[src/rtl/seq_alu_pkg.sv]
// Shared opcode, state and flag-index definitions for seq_alu.
package seq_alu_pkg;

    localparam logic [2:0] OP_ADD = 3'b000;
    localparam logic [2:0] OP_SUB = 3'b001;
    localparam logic [2:0] OP_AND = 3'b010;
    localparam logic [2:0] OP_NOT = 3'b011;
    localparam logic [2:0] OP_OR  = 3'b100;
    localparam logic [2:0] OP_XOR = 3'b101;
    localparam logic [2:0] OP_SHL = 3'b110;
    localparam logic [2:0] OP_MUL = 3'b111;

    typedef enum logic {
        ST_IDLE = 1'b0,
        ST_MUL  = 1'b1
    } state_t;

    localparam int unsigned FLAG_ZERO  = 0;
    localparam int unsigned FLAG_CARRY = 1;
    localparam int unsigned FLAG_NEG   = 2;
    localparam int unsigned FLAG_W     = 3;

endpackage

[src/rtl/seq_alu_mul.sv]
// Iterative shift-add multiplier core: one partial product per step, full 2*WIDTH product.
module seq_alu_mul #(
    parameter int unsigned WIDTH = 8
) (
    input  logic               clk,
    input  logic               rst,
    input  logic               load,
    input  logic               step,
    input  logic [WIDTH-1:0]   a,
    input  logic [WIDTH-1:0]   b,
    output logic [2*WIDTH-1:0] prod_c,
    output logic               last_c
);
    localparam int unsigned W2 = 2 * WIDTH;
    localparam int unsigned CW = (WIDTH > 1) ? $clog2(WIDTH) : 1;

    logic [W2-1:0]    mcand;
    logic [W2-1:0]    acc;
    logic [WIDTH-1:0] mplier;
    logic [CW-1:0]    count;

    // Accumulator value after the current step, so the final step is visible to the caller.
    assign prod_c = acc + (mplier[0] ? mcand : '0);
    assign last_c = (count == CW'(WIDTH - 1));

    always_ff @(posedge clk or posedge rst) begin
        if (rst) begin
            mcand  <= '0;
            acc    <= '0;
            mplier <= '0;
            count  <= '0;
        end else if (load) begin
            mcand  <= W2'(a);
            acc    <= '0;
            mplier <= b;
            count  <= '0;
        end else if (step) begin
            acc    <= prod_c;
            mcand  <= mcand << 1;
            mplier <= mplier >> 1;
            count  <= count + CW'(1);
        end
    end

endmodule

[src/rtl/seq_alu.sv]
// Registered ALU with flags; multi-cycle multiply enabled by SEQ_ALU_MUL_EN.
module seq_alu
    import seq_alu_pkg::*;
#(
    parameter int unsigned WIDTH = 8,
    parameter int unsigned SHW   = $clog2(WIDTH)
) (
    input  logic             clk,
    input  logic             rst,
    input  logic             start,
    input  logic [2:0]       alu_op,
    input  logic [WIDTH-1:0] alu_in1,
    input  logic [WIDTH-1:0] alu_in2,
    output logic [WIDTH-1:0] alu_out,
    output logic             busy,
    output logic             done,
    output logic             zero,
    output logic             carry,
    output logic             neg
);
    localparam int unsigned W2 = 2 * WIDTH;

    logic [FLAG_W-1:0] flags;
    logic [FLAG_W-1:0] flags_d;
    logic [WIDTH-1:0]  out_d;
    logic              done_d;
    logic [WIDTH-1:0]  res_c;
    logic              cy_c;
    logic [WIDTH:0]    sum_c;
    logic [WIDTH:0]    diff_c;
    logic [W2-1:0]     shl_c;

    function automatic logic [FLAG_W-1:0] pack_flags(input logic [WIDTH-1:0] r, input logic c);
        logic [FLAG_W-1:0] f;
        f             = '0;
        f[FLAG_ZERO]  = (r == '0);
        f[FLAG_CARRY] = c;
        f[FLAG_NEG]   = r[WIDTH-1];
        return f;
    endfunction

    assign sum_c  = {1'b0, alu_in1} + {1'b0, alu_in2};
    assign diff_c = {1'b0, alu_in1} - {1'b0, alu_in2};
    assign shl_c  = W2'(alu_in1) << alu_in2[SHW-1:0];

    // Single-cycle result; MUL falls through to zero, which is the disabled-multiplier result.
    always_comb begin
        res_c = '0;
        cy_c  = 1'b0;
        case (alu_op)
            OP_ADD: begin res_c = sum_c[WIDTH-1:0];  cy_c = sum_c[WIDTH];  end
            OP_SUB: begin res_c = diff_c[WIDTH-1:0]; cy_c = diff_c[WIDTH]; end
            OP_AND: res_c = alu_in1 & alu_in2;
            OP_NOT: res_c = ~alu_in1;
            OP_OR:  res_c = alu_in1 | alu_in2;
            OP_XOR: res_c = alu_in1 ^ alu_in2;
            OP_SHL: begin res_c = shl_c[WIDTH-1:0]; cy_c = |shl_c[W2-1:WIDTH]; end
            default: ;
        endcase
    end

`ifdef SEQ_ALU_MUL_EN
    state_t        state;
    state_t        state_d;
    logic          load_c;
    logic          step_c;
    logic [W2-1:0] prod_c;
    logic          last_c;

    seq_alu_mul #(.WIDTH(WIDTH)) u_mul (
        .clk    (clk),
        .rst    (rst),
        .load   (load_c),
        .step   (step_c),
        .a      (alu_in1),
        .b      (alu_in2),
        .prod_c (prod_c),
        .last_c (last_c)
    );

    always_comb begin
        state_d = state;
        out_d   = alu_out;
        flags_d = flags;
        done_d  = 1'b0;
        load_c  = 1'b0;
        step_c  = 1'b0;
        case (state)
            ST_IDLE: begin
                if (start) begin
                    if (alu_op == OP_MUL) begin
                        load_c  = 1'b1;
                        state_d = ST_MUL;
                    end else begin
                        out_d   = res_c;
                        flags_d = pack_flags(res_c, cy_c);
                        done_d  = 1'b1;
                    end
                end
            end
            ST_MUL: begin
                step_c = 1'b1;
                if (last_c) begin
                    out_d   = prod_c[WIDTH-1:0];
                    flags_d = pack_flags(prod_c[WIDTH-1:0], |prod_c[W2-1:WIDTH]);
                    done_d  = 1'b1;
                    state_d = ST_IDLE;
                end
            end
            default: state_d = ST_IDLE;
        endcase
    end

    always_ff @(posedge clk or posedge rst) begin
        if (rst) begin
            state <= ST_IDLE;
            busy  <= 1'b0;
        end else begin
            state <= state_d;
            busy  <= (state_d == ST_MUL);
        end
    end
`else
    always_comb begin
        out_d   = alu_out;
        flags_d = flags;
        done_d  = 1'b0;
        if (start) begin
            out_d   = res_c;
            flags_d = pack_flags(res_c, cy_c);
            done_d  = 1'b1;
        end
    end

    assign busy = 1'b0;
`endif

    always_ff @(posedge clk or posedge rst) begin
        if (rst) begin
            alu_out <= '0;
            flags   <= '0;
            done    <= 1'b0;
        end else begin
            alu_out <= out_d;
            flags   <= flags_d;
            done    <= done_d;
        end
    end

    assign zero  = flags[FLAG_ZERO];
    assign carry = flags[FLAG_CARRY];
    assign neg   = flags[FLAG_NEG];

endmodule

[config.mk]
export PLATFORM = sky130hd
export DESIGN_NAME = seq_alu
export DESIGN_NICKNAME = d
export VERILOG_FILES = /design/src/rtl/seq_alu_pkg.sv /design/src/rtl/seq_alu_mul.sv /design/src/rtl/seq_alu.sv
export SDC_FILE = /design/constraint.sdc
export NUM_CORES = 1
export LEC_CHECK = 0
export BUFFER_PORTS_ARGS = -buffer_cell sky130_fd_sc_hd__buf_2
export CORE_MARGIN = 2
export CORE_UTILIZATION = 50
export CTS_CLUSTER_SIZE = 10
export DETAILED_ROUTE_END_ITERATION = 8
export PLACE_DENSITY_LB_ADDON = 0.2
export SLEW_MARGIN = 20
export SYNTH_ARGS = -nofsm -noshare
export SYNTH_HDL_FRONTEND = slang
export SYNTH_HIERARCHICAL = 1
export SYNTH_SLANG_ARGS = --single-unit
export TNS_END_PERCENT = 100
[constraint.sdc]
create_clock -name clk -period 1 [get_ports clk]
set_clock_uncertainty 0.15 [all_clocks]
set_input_delay 0.05 -clock clk [delete_from_list [all_inputs] [get_ports clk]]
set_output_delay 0.05 -clock clk [all_outputs]
set_load 0.05 [all_outputs]
==> Word level (Yosys, flattened, before mapping) <==
Cells that the tools add are included.
{ "classes": {"n_addsub": 2, "div": 0, "bitwise": 4, "n_mul": 0, "magnitude_cmp": 0, "reduce_logical": 3, "mux": 3, "eq_ne": 6, "shift": 1} }
{ "op_table": {"columns": ["operator", "count"], "rows": [
  ["8-bit one-hot mux with 7 select lines", 1],
  ["8-bit by 3-bit left shift with 16-bit output", 1],
  ["8-bit by 8-bit adder with 9-bit output", 1],
  ["3-bit == test (second input constant)", 3],
  ["8-bit by 8-bit subtractor with 9-bit output", 1],
  ["8-bit AND", 1],
  ["8-bit zero test", 1],
  ["8-bit inverter", 1],
  ["8-bit OR", 1],
  ["8-bit OR reduction", 1],
  ["8-bit XOR", 1],
  ["3-bit by 2-bit == test with 1-bit output (second input constant)", 2],
  ["3-bit by 1-bit == test with 1-bit output (second input constant)", 1],
  ["3-bit zero test", 1],
  ["1-bit one-hot mux with 3 select lines", 1],
  ["1-bit 2-to-1 mux", 1]
]} }
{ "totals": {"ramBits": 0, "n_memories": 0, "inputBits": 22, "out_inout_bits": 13, "wordCells": 22, "reg_bits": 12, "latch_bits": 0, "romBits": 0} }

==> Longest topological paths before layout <==
{ "logic_depth": {"word_depth": 3, "depth_mapped": 10, "mapped_depth_nobuf": 9} }

==> Worst setup path after synthesis <==
OpenSTA, ideal clock, no wires.
{ "synth_path": {"kind": "input port to flip-flop", "startpoint": "input port alu_in2[1]", "endpoint": "register flags[0]", "setup_time_ns": 0.104, "t_arrival_ns": 2.086, "cell_stages": 9, "required_time_ns": 0.746, "n_path_buf": 1, "setup_slack_ns": -1.339, "cell_sequence": "clkbuf_1 -> inv_1 -> ha_1 -> a21o_1 -> and4_1 -> or4_1 -> a21oi_1 -> o21ai_1 -> o41ai_2"} }
{ "synth_between": {"elab_chain_cells": 3, "elab_cells_between_ends": 8, "cone_classes": "2 x add/sub; 1 x shift; 1 x mux; 3 x bitwise; 1 x reduce/logical"} }
{ "synth_lines": {"columns": ["item", "line", "text"], "rows": [
  ["start: declaration", "seq_alu.sv:13", "input logic [WIDTH-1:0] alu_in2,"],
  ["8-bit by 8-bit subtractor with 9-bit output, or another cell as far along", "seq_alu.sv:43", "assign diff_c = {1'b0, alu_in1} - {1'b0, alu_in2};"],
  ["8-bit one-hot mux with 7 select lines (*)", "seq_alu.sv:50", "case (alu_op)"],
  ["8-bit zero test (*)", "seq_alu.sv:36", "f[FLAG_ZERO] = (r == '0);"],
  ["end signal: assignment", "seq_alu.sv:145", "flags <= flags_d;"],
  ["end: declaration", "seq_alu.sv:23", "logic [FLAG_W-1:0] flags;"]
]} }
Mark *: on every way between the ends. The rest lies on a longest branch, timed or not.
A chain may end at the register's enable or synchronous reset.

==> Final worst setup path <==
{ "layout_path": {"startpoint": "input port alu_in1[0]", "endpoint": "register flags[0]"} }
{ "layout_between": {"elab_chain_cells": 3, "elab_cells_between_ends": 9, "cone_classes": "2 x add/sub; 1 x shift; 1 x mux; 4 x bitwise; 1 x reduce/logical"} }
{ "layout_lines": {"columns": ["item", "line", "text"], "rows": [
  ["start: declaration", "seq_alu.sv:12", "input logic [WIDTH-1:0] alu_in1,"],
  ["8-bit by 8-bit subtractor with 9-bit output, or another cell as far along", "seq_alu.sv:43", null],
  ["8-bit one-hot mux with 7 select lines (*)", "seq_alu.sv:50", null],
  ["8-bit zero test (*)", "seq_alu.sv:36", null]
]} }
Marked as above.

==> flow_metrics.env <==
export IMPL_outcome="finished, violations left"
export IMPL_violations="setup timing"
export IMPL_max_stage_delay_ps=370
export IMPL_yosysWarnings=6
export IMPL_die_area_um2=4540
export IMPL_crit_fanout=3
export IMPL_start_kind="input port"
export IMPL_grt_max_degree=17
export IMPL_syn_mean_instance_area_um2=7.97
export IMPL_syn_area_um2=2010
export IMPL_seqPwrFrac_pct=18.3
export IMPL_synth_top_area_share_pct=15.6
export IMPL_crit_slowest_cell="fa_2"
export IMPL_die_h_um=67.4
export IMPL_syn_num_nets=301
export IMPL_syn_inst=252
export IMPL_mostFrequentLayoutCell="buf_4"
export IMPL_timing_rr_start="alu_out[7]"
export IMPL_p_switching_mw=1.38
export IMPL_rsz0062_at_grt="true"
export IMPL_grt_overflow_total=0
export IMPL_report_power_total_mw=3.14
export IMPL_period_share_pct=200
export IMPL_synth_ff_latch_count=11
export IMPL_required_ps=990
export IMPL_path_buf_inv=2
export IMPL_timing_final_ws_setup_ps=-1000
export IMPL_routed_wl_mm=7.90
export IMPL_regArea_um2=277
export IMPL_core_um2=3940
export IMPL_cts_sinks=11
export IMPL_synth_top_flop_cell="dfrtp_1"
export IMPL_cts_root_buf="clkbuf_8"
export IMPL_dp_hpwl_mm=5.40
export IMPL_vdd_drop_max_uv=440
export IMPL_antenna_cells=0
export IMPL_htreeDepth=1
export IMPL_start_util_pct=50.9
export IMPL_finalNetCount=411
export IMPL_cts_tree="yes"
export IMPL_grt_pass1_vias=2314
export IMPL_crit_arrival_ps=2000
export IMPL_p_per_area_nw_per_um2=934
export IMPL_drc=0
export IMPL_io_buffers=33
export IMPL_drv_slew=0
export IMPL_internal_power_mw=1.76
export IMPL_fill_cells=225
export IMPL_grtUsageTotal_pct=33.0
export IMPL_worstSetupPathType="in -> reg"
export IMPL_max_cap_violations=0
export IMPL_max_freq_mhz=500
export IMPL_crit_chain="buf_12 -> ha_4 -> fa_2 -> a21o_1 -> a211oi_2 -> nor3_2 -> nor4b_2 -> buf_4 -> nand4_1 -> o41ai_2"
export IMPL_via_per_inst=5.82
export IMPL_cp_top_family="compound AO/OA/AOI/OAI gates"
export IMPL_combPwrFrac_pct=66.0
export IMPL_clkPwrFrac_pct=15.7
export IMPL_hold_start="start"
export IMPL_mostFrequentLayoutCells="buf_4, nor2_1, buf_6"
export IMPL_ios=35
export IMPL_netlist_top_cells_area="ha_1, dfrtp_1, a21oi_1, mux4_2, nor2_1"
export IMPL_rrSetupSlack_ps=-20
export IMPL_clk_pin_slew_worst_paths_ps=60
export IMPL_setup_viol=19
export IMPL_routedWlPerCell_um=19.2
export IMPL_synth_edf_count=0
export IMPL_synth_async_reset_ratio_pct=100
export IMPL_die_width_um=67.4
export IMPL_synth_area_leader_cell="ha_1"
export IMPL_synth_cell_type_count=58
export IMPL_postRouteAntennaNets=0
export IMPL_numCtsBuffers=3
export IMPL_period_minus_slack_ps=2000
export IMPL_holdCritPathClass="in -> reg"
export IMPL_clkLatencyLatePin_ps=240
export IMPL_cp_startpoint="alu_in1[0]"
export IMPL_p_sw_share_pct=44.1
export IMPL_gp_congestion=0.982
export IMPL_drive_gt1_share_pct=54.8
export IMPL_cts_max_path_buffers=2
export IMPL_end_kind="register"
export IMPL_syn_to_final_growth_pct=67.4
export IMPL_multi_input_area_um2=1880
export IMPL_hold_violations=0
export IMPL_vias=2392
export IMPL_grt_first_pass_wirelength_mm=11.2
export IMPL_drtIter0Drc=208
export IMPL_num_rows=23
export IMPL_yosysSeqAreaShare_pct=13.7
export IMPL_grt_antenna_before_repair=0
export IMPL_setup_tns_final_ps=-7900
export IMPL_leakagePower_nw=1.56
export IMPL_first_pass_iters=4
[final cells by class]
cell class,count,area share [%]
clock buffer,4,1.34
inverter,23,3.50
multi-input combinational,199,55.9
sequential,11,8.22
tap,50,1.86
timing repair buffer,124,29.2
[power groups by stage]
stage	Combinational, mW	Clock, mW	Sequential, mW
6_report	2.07	0.493	0.576
5_1_grt	2.21	0.514	0.578
4_1_cts	1.85	0.447	0.562
3_5_place_dp	1.65	0	0.553
3_3_place_gp	1.62	0	0.547
2_1_floorplan	0.851	0	0.771
[flip-flops by register name, summed over array words and instances (netlist names)]
| name | cells |
|---|---|
| done | 1 |
| flags | 2 |
| alu_out | 8 |
[synthesized netlist by cell type, drive strengths merged (2+ instances only)]
| library cell | n |
|---|---|
| nand3 | 3 |
| a21oi | 25 |
| fa | 2 |
| nand2 | 10 |
| o211ai | 6 |
| dfrtp | 11 |
| o21ai | 14 |
| nor3 | 5 |
| ha | 25 |
| o31ai | 2 |
| a21o | 2 |
| a211o | 2 |
| a211oi | 6 |
| o2111a | 2 |
| mux2i | 7 |
| nand2b | 5 |
| a2111oi | 2 |
| o221ai | 2 |
| a221o | 4 |
| nor2b | 4 |
| nor2 | 26 |
| clkbuf | 10 |
| o21bai | 3 |
| inv | 23 |
| mux4 | 5 |
| and2 | 2 |
| nor3b | 2 |
| xnor2 | 5 |
| mux2 | 4 |
| a221oi | 4 |
| buf | 9 |
[metal layers]
| layer | global-route usage, % | part of all wire, % |
|---|---|---|
| met5 | 0 | 0 |
| met3 | 1.50 | 7.5 |
| met4 | 13.5 | 2.9 |
| met2 | 59.0 | 51 |
| met1 | 41.2 | 39 |
[stage by stage]
stage	worst slack [ps]	instance area (µm²)	std cells	hold slack [ps]	util, %
after CTS	-993	3210	407	31.3	81.3
after global placement	-1430	2900	397	-107	73.7
after floorplan	-1050	2220	252	-248	-
final	-1000	3360	411	34.0	85.3
after global routing	-1080	3360	411	41.2	85.3
after detailed placement	-1470	2900	397	-101	73.7
[repair_timing]
item	CTS	global route
resized for setup	61	29
endpoints found under the setup margin	22	22
hold endpoints to repair	11	0
hold buffers	1	0
pin swaps	22	23
buffers inserted	6	6
[path summary, 6_finish.rpt]
| path | to | cells past startpoint |
|---|---|---|
| hold / removal | done | 2 |
| hold reg to reg | flags[0] | 2 |
| min in group asynchronous | done | 3 |
| setup / recovery | flags[0] | 10 |
| max in group asynchronous | alu_out[7] | 3 |
| setup reg to reg | alu_out[7] | 1 |
[logic make-up after synthesis]
group,share of synthesized area [%]
other cells,0.187
xor+xnor,2.18
flops,13.7
compound gates,28.8
simple gates,17.3
buf+inv,8.91
mux,11.3
fa+ha+maj,17.6
Power figures use the tool's default switching activity.
